**config.mk**
```make
export PLATFORM = sky130hd
export DESIGN_NAME = flat_buffer_reader
export DESIGN_NICKNAME = d
export VERILOG_FILES = /design/src/rtl/flat_buffer_reader.sv
export SDC_FILE = /design/constraint.sdc
export NUM_CORES = 2
export LEC_CHECK = 0
export ABC_AREA = 1
export CORE_ASPECT_RATIO = 0.6
export CORE_MARGIN = 1.5
export CORE_UTILIZATION = 40
export DETAILED_ROUTE_END_ITERATION = 10
export PLACE_DENSITY = 0.66
export SKIP_LAST_GASP = 1
export SLEW_MARGIN = 0
export SYNTH_ARGS = -nofsm -noshare
export SYNTH_HDL_FRONTEND = slang
export SYNTH_SLANG_ARGS = --single-unit
```
**constraint.sdc**
```tcl
create_clock -name clk -period 3.5 [get_ports clk]
set_clock_uncertainty 0.2 [all_clocks]
set_input_delay 0.525 -clock clk [delete_from_list [all_inputs] [get_ports clk]]
set_output_delay 0.525 -clock clk [all_outputs]
set_load 0.01 [all_outputs]
```
**src/rtl/flat_buffer_reader.sv**
```systemverilog
// flat_buffer_reader: replays one flattened numChannels*depth block as depth numChannels-wide words
// Ports:
//   clk, rstb              clock, synchronous active-low reset
//   flat_in[k*nc+ch]       flattened block, slot k, channel ch
//   in_valid / in_ready    block handshake
//   out[ch]                current word (registered)
//   out_valid / out_ready  word handshake
//   out_first / out_last   frame markers, only when FLAT_BUFFER_READER_FRAME_EN is defined
// Words leave slot depth-1 first (oldest) down to slot 0.
// is_signed only changes how consumers read the samples; bit patterns pass through untouched.
module flat_buffer_reader #(
    parameter int numChannels = 16,
    parameter int bitwidth    = 8,
    parameter int depth       = 5,
    parameter int is_signed   = 0
) (
    input  logic                clk,
    input  logic                rstb,
    input  logic [bitwidth-1:0] flat_in [numChannels*depth],
    input  logic                in_valid,
    output logic                in_ready,
    output logic [bitwidth-1:0] out [numChannels],
    output logic                out_valid,
    input  logic                out_ready
`ifdef FLAT_BUFFER_READER_FRAME_EN
    ,
    output logic                out_first,
    output logic                out_last
`endif
);
    localparam int CW = depth > 1 ? $clog2(depth) : 1;
    localparam logic [CW-1:0] LAST = CW'(depth - 1);
    if (depth < 1 || is_signed < 0 || is_signed > 1) begin : g_bad_param
        $error("flat_buffer_reader: depth must be >= 1 and is_signed 0 or 1");
    end
    typedef enum logic {IDLE, EMIT} state_t;
    state_t              state_q, state_d;
    logic [CW-1:0]       cnt_q, cnt_d, sel;
    logic                out_valid_q, out_valid_d;
    logic [bitwidth-1:0] hold_q [numChannels*depth];
    logic [bitwidth-1:0] hold_d [numChannels*depth];
    logic [bitwidth-1:0] out_q [numChannels];
    logic [bitwidth-1:0] out_d [numChannels];
    logic                accept, consume, step;
    // A new block is only taken while idle or on the edge that consumes the last word.
    assign in_ready = rstb && (state_q == IDLE || (cnt_q == '0 && out_ready));
    assign accept   = in_valid && in_ready;
    assign consume  = out_valid_q && out_ready;
    assign step     = consume && cnt_q != '0;
    always_comb begin
        state_d     = state_q;
        cnt_d       = cnt_q;
        out_valid_d = out_valid_q;
        hold_d      = hold_q;
        out_d       = out_q;
        // sel is the slot shown next; the decrement is only used when cnt_q > 0.
        sel         = accept ? LAST : cnt_q - CW'(1);
        if (accept) begin
            state_d     = EMIT;
            cnt_d       = LAST;
            out_valid_d = 1'b1;
            hold_d      = flat_in;
        end else if (step) begin
            cnt_d = sel;
        end else if (consume) begin
            state_d     = IDLE;
            out_valid_d = 1'b0;
        end
        // On accept the first word comes straight from flat_in so it is valid next cycle.
        if (accept || step)
            for (int ch = 0; ch < numChannels; ch++)
                for (int k = 0; k < depth; k++)
                    if (sel == CW'(k))
                        out_d[ch] = accept ? flat_in[k*numChannels+ch] : hold_q[k*numChannels+ch];
    end
    always_ff @(posedge clk) begin
        if (!rstb) begin
            state_q     <= IDLE;
            cnt_q       <= LAST;
            out_valid_q <= 1'b0;
            out_q       <= '{default: '0};
            hold_q      <= '{default: '0};
        end else begin
            state_q     <= state_d;
            cnt_q       <= cnt_d;
            out_valid_q <= out_valid_d;
            out_q       <= out_d;
            hold_q      <= hold_d;
        end
    end
    assign out       = out_q;
    assign out_valid = out_valid_q;
`ifdef FLAT_BUFFER_READER_FRAME_EN
    assign out_first = out_valid_q && cnt_q == LAST;
    assign out_last  = out_valid_q && cnt_q == '0;
`endif
endmodule

```
# Word-level counts from Yosys, hierarchy flattened
# Cells that the tools add are included.
[word_totals]
register_bits = 772
[classes]
n_reduce_logical = 15
n_bitwise = 2
mux = 164
n_addsub = 1
eq_ne = 5
[ops]
columns = ["cell", "n"]
rows = [
  ["$mux W8", 160],
  ["$eq A3 B2 Y1 const B", 2],
  ["$logic_not A3 Y1", 2],
  ["$logic_and A1 B1 Y1", 5],
  ["$reduce_bool A5 Y1", 1],
  ["$reduce_and A2 Y1", 2],
  ["$eq A3 B1 Y1 const B", 1],
  ["$eq A3 B3 Y1 const B", 1],
  ["$mux W1", 3],
  ["$mux W3", 1],
  ["$reduce_bool A3 Y1", 1],
  ["$sub A3 B1 Y3 const B", 1],
  ["$logic_or A1 B1 Y1", 2],
  ["$ne A2 B2 Y1 const B", 1],
  ["$not A1 Y1", 2],
  ["$reduce_bool A2 Y1", 1],
  ["$reduce_or A2 Y1", 1],
]

# Logic depth before layout (Yosys ltp)
[depth]
ltp_word = 12
depth_mapped = 15
mapped_depth_nobuf = 13

# Least setup slack after synthesis
# OpenSTA, ideal clock, no wires.
[synth_path]
kind = "register to register"
start = "register cnt_q[0]"
end = "register out_q, in the netlist out[43]"
arrival_time_ps = 2020
synth_period_minus_slack_ps = 2339
setup_ps = 119
setup_slack_ps = 1161
path_stages_with_launch = 13
path_cell_list = "dfxtp_1 inv_1 ha_1 nand3_1 nand2_2 nand3_4 nand3_1 nor2_1 buf_2 buf_1 a21oi_1 nand3_1 a21oi_1"
[synth_between]
elab_chain_len = 11
word_cells_on_any_way = 27
classes_between = "add/sub (1); eq/ne (4); mux (11); reduce/logical (11)"
[synth_rtl]
columns = ["item", "line_no", "source"]
rows = [
  ["start: declaration", "38", "logic [CW-1:0] cnt_q, cnt_d, sel;"],
  ["start signal: assignment", "85", "cnt_q <= cnt_d;"],
  ["parallel branches: the longest is 11 deep, another holds $sub A3 B1 Y3", "-", ""],
  ["end signal: assignment", "87", "out_q <= out_d;"],
  ["end: declaration", "42", "logic [bitwidth-1:0] out_q [numChannels];"],
]
# Several ways; the timed one is not identified. The select of a mux whose other input is x is not followed.
# A chain may end at the register's enable or synchronous reset.

# Worst setup path after layout
[layout_path]
start = "register cnt_q[0]"
end = "register out_q, in the netlist out[106]"
# Same word-level chain as after synthesis.

==> results_dict.tcl <==
set metrics [dict create \
    n_fill_cell 7721 \
    fin_cells 6344 \
    grt_start_max_net_pins 176 \
    cts_setup_buffers 0 \
    cp.required_ns 3.77 \
    avgRoutedWirePerCell_um 19.45 \
    cts_hold_buffers 0 \
    wl_um 123400 \
    setup_viol 0 \
    ios 774 \
    hold_viol 0 \
    path_clk_slew_ns 0.07 \
    start_util_pct 40.67 \
    grtUsageTotal_pct 27.67 \
    arrival_ns 3.55 \
    avgSynthCellArea_um2 7.254 \
    areaGrowthSynthToFinish_pct 34.47 \
    grt_overflow 0 \
    dp_hpwl_um 82310 \
    critPathCaptureType "register" \
    clkLatencyLatePin_ns 0.66 \
    power.density_mw_per_mm2 507.6 \
    max_stage_delay_ns 0.56 \
    rsz0062_at_grt "no" \
    rows 81 \
    pre_cts_slack_ns 0.1377 \
    cts_tree "done" \
    antenna_found_initial 31 \
    die_w_um 376.0 \
    fin_nets 5840 \
    ys_types 23 \
    max_freq_ghz 0.3057 \
    final.setup.worst_slack_ns 0.2288 \
    status "finished, final reports clean" \
    clock_sinks 772 \
    htree_num_levels 3 \
    path_cells "inv_1 > ha_1 > xnor2_1 > nand4_1 > buf_4 > inv_6 > buf_4 > nand2_1 > nand3_1 > nand2_1 > nand2_1 > a21oi_1" \
    syn_area_mm2 0.03339 \
    critPathMaxFanout 19 \
    die_area_mm2 0.08527 \
    slowest_stage "xnor2_1" \
    clockBufferDepth 3 \
    maxCapViolCount 0 \
    die_h_um 226.8 \
    startpoint_type "register" \
    postRouteAntennaNets 0 \
    multi_input_area_mm2 0.01590 \
    ys_warn_count 0 \
    p_leak_uw 0.01943 \
    seqCellArea_mm2 0.01545 \
    relSlewSlack_pct 28.85 \
    vias 33120 \
    gp_congestion 0.8584 \
    cts-buffers-inserted 75 \
    final_area_mm2 0.04490 \
    first_pass_iters 5 \
    core_area_mm2 0.08209 \
    ys_seq_area_share_pct 46.29 \
    drive_gt1_share_pct 8.667 \
    path_class "reg -> reg" \
    drc 0 \
    grt_pass1_wl_um 183300 \
    vdd_ir_drop_max_mv 0.3063 \
    syn_inst 4603 \
    hold_class "in -> reg" \
    grt_pass1_vias 30810 \
    place_area_mm2 0.04223 \
    synth_nets 5249 \
    vias_per_cell 5.221 \
    ys_ff_latch 772 \
    slew_viol_final 0 \
    period_share_pct 93.46 \
    crit_top_cell "nand2_1" \
    power.total_uw 22790 \
    worst_slew_pin_slew_ns 1.067 \
    drt_iter0_markers 2815 \
    min_period_ns 3.271 \
    setup-tns-final_ns 0 \
    ctsResizeCount 0 \
    placedCellCount 6196 \
    io_buffer_count 773 \
    clockRootBuffer "clkbuf_16" \
]
==> routing by layer <==
metal / GRT usage (%) / wire [um] / share of wire, % / vias to the layer above
li1: - / - / - / 16190
met1: 37.48 / 54930 / 45 / 15540
met2: 43.61 / 56330 / 46 / 1172
met3: 6.432 / 9247 / 7.5 / 194
met4: 8.637 / 2722 / 2.2 / 28
met5: 0 / 184 / 0.15 / -
==> sequential cells by signal, indices dropped and copies added, names as in the netlist <==
register,count
hold_q,640
out_valid,1
cnt_q,3
out,128
==> worst paths after layout <==
| check | startpoint | end | slack [ns] | cells past startpoint |
|---|---|---|---|---|
| worst max-delay path | cnt_q[0]$_SDFFE_PP0P_ | out[106]$_SDFFE_PN0P_ | 0.23 | 12 |
| worst min-delay path | flat_in[614] | hold_q[614]$_SDFFE_PN0N_ | 0.24 | 3 |
| worst max register to register | cnt_q[0]$_SDFFE_PP0P_ | out[106]$_SDFFE_PN0P_ | 0.23 | 12 |
| worst min register to register | out[30]$_SDFFE_PN0P_ | out[30]$_SDFFE_PN0P_ | 0.26 | 2 |
==> worst max-delay path: cells and delay by family (launching register included) <==
| family | cells | cell delay (ns) |
|---|---|---|
| XOR/XNOR | 1 | 0.56 |
| AND/OR/NAND/NOR | 5 | 0.68 |
| AO/OA/AOI/OAI | 1 | 0.05 |
| adder cells (fa/ha/maj) | 1 | 0.23 |
| buffers and inverters | 4 | 0.88 |
| flip-flops | 1 | 0.48 |
==> metrics by stage <==
stage	util (%)	hold slack (ns)
global placement	51.45	0.2535
floorplan	-	0.2469
global route	54.68	0.2274
detailed placement	51.45	0.2545
finish	54.69	0.2425
CTS	54.65	0.1918
==> cells in the mapped netlist <==
cell      count  area (um2)
ha_1          2       25.02
buf_4        22       165.2
a21oi_1     609        3048
buf_2       107       535.5
nand3_1     260        1301
clkbuf_1    216       810.8
inv_1       138       518.0
inv_2         4       15.01
o211ai_1      1       7.510
a211oi_1      1       7.510
o21ai_1       1       5.000
nand3_4       1       17.52
o21a_1       93       698.2
o21ai_0     257        1286
dfxtp_1     772       15450
nand4_1      71       444.2
or2_2       221        1383
xnor2_1       1       8.760
nand2_2       1       6.260
nor2_1      458        1719
buf_1        10       37.54
nand2_1    1229        4613
mux2i_1     128        1281
==> power by group <==
group	switching (uW)	leakage [uW]	internal [uW]
Clock	3650	0.00130	5070
Combinational	2490	0.0118	2020
Sequential	202	0.00633	9360
==> layout make-up <==
type	count	share of cell area, %
clock buffer	112	5.119
clock inverter	21	0.7329
inverter	142	1.262
timing repair buffer	869	19.95
multi-input combinational	3334	35.42
tap	1079	3.007
antenna	15	0.08360
sequential	772	34.42
==> logic make-up (layout without fill, tap and decap cells) <==
kind of cell               count (synthesis)  in the layout  synth area share [%]
AOI/OAI and AO/OA                        962            962                 15.13
xor gates and xnor gates                   1              1               0.02624
adders and majority gates                  2              2               0.07494
buffers and inverters                    497           1144                 6.236
DFF                                      772            772                 46.29
muxes                                    128            128                 3.837
other                                      0             15                     0
and+or+nand+nor                         2241           2241                 28.41
==> cells in the final DEF (no fill, tap or decap) <==
| cell | instances |
|---|---|
| a211oi_1 | 1 |
| buf_6 | 1 |
| nand3_1 | 258 |
| nor2_1 | 456 |
| xnor2_1 | 1 |
| buf_4 | 57 |
| buf_12 | 40 |
| inv_1 | 135 |
| ha_1 | 2 |
| clkinv_8 | 4 |
| nand4_1 | 71 |
| clkbuf_1 | 11 |
| inv_2 | 1 |
| clkinv_4 | 1 |
| or2_2 | 221 |
| inv_6 | 2 |
| mux2i_1 | 128 |
| o211ai_1 | 1 |
| dfxtp_1 | 772 |
| o21a_1 | 93 |
| o21ai_0 | 257 |
| clkinv_2 | 10 |
| inv_8 | 3 |
| nand2_4 | 2 |
| clkbuf_16 | 77 |
| clkdlybuf4s50_1 | 771 |
| nand2_1 | 1228 |
| nand3_4 | 3 |
| clkbuf_8 | 24 |
| o21ai_1 | 1 |
| bufinv_16 | 7 |
| nor2_4 | 2 |
| diode_2 | 15 |
| a21oi_1 | 609 |
Note: power is estimated with default switching activity, not from simulation.
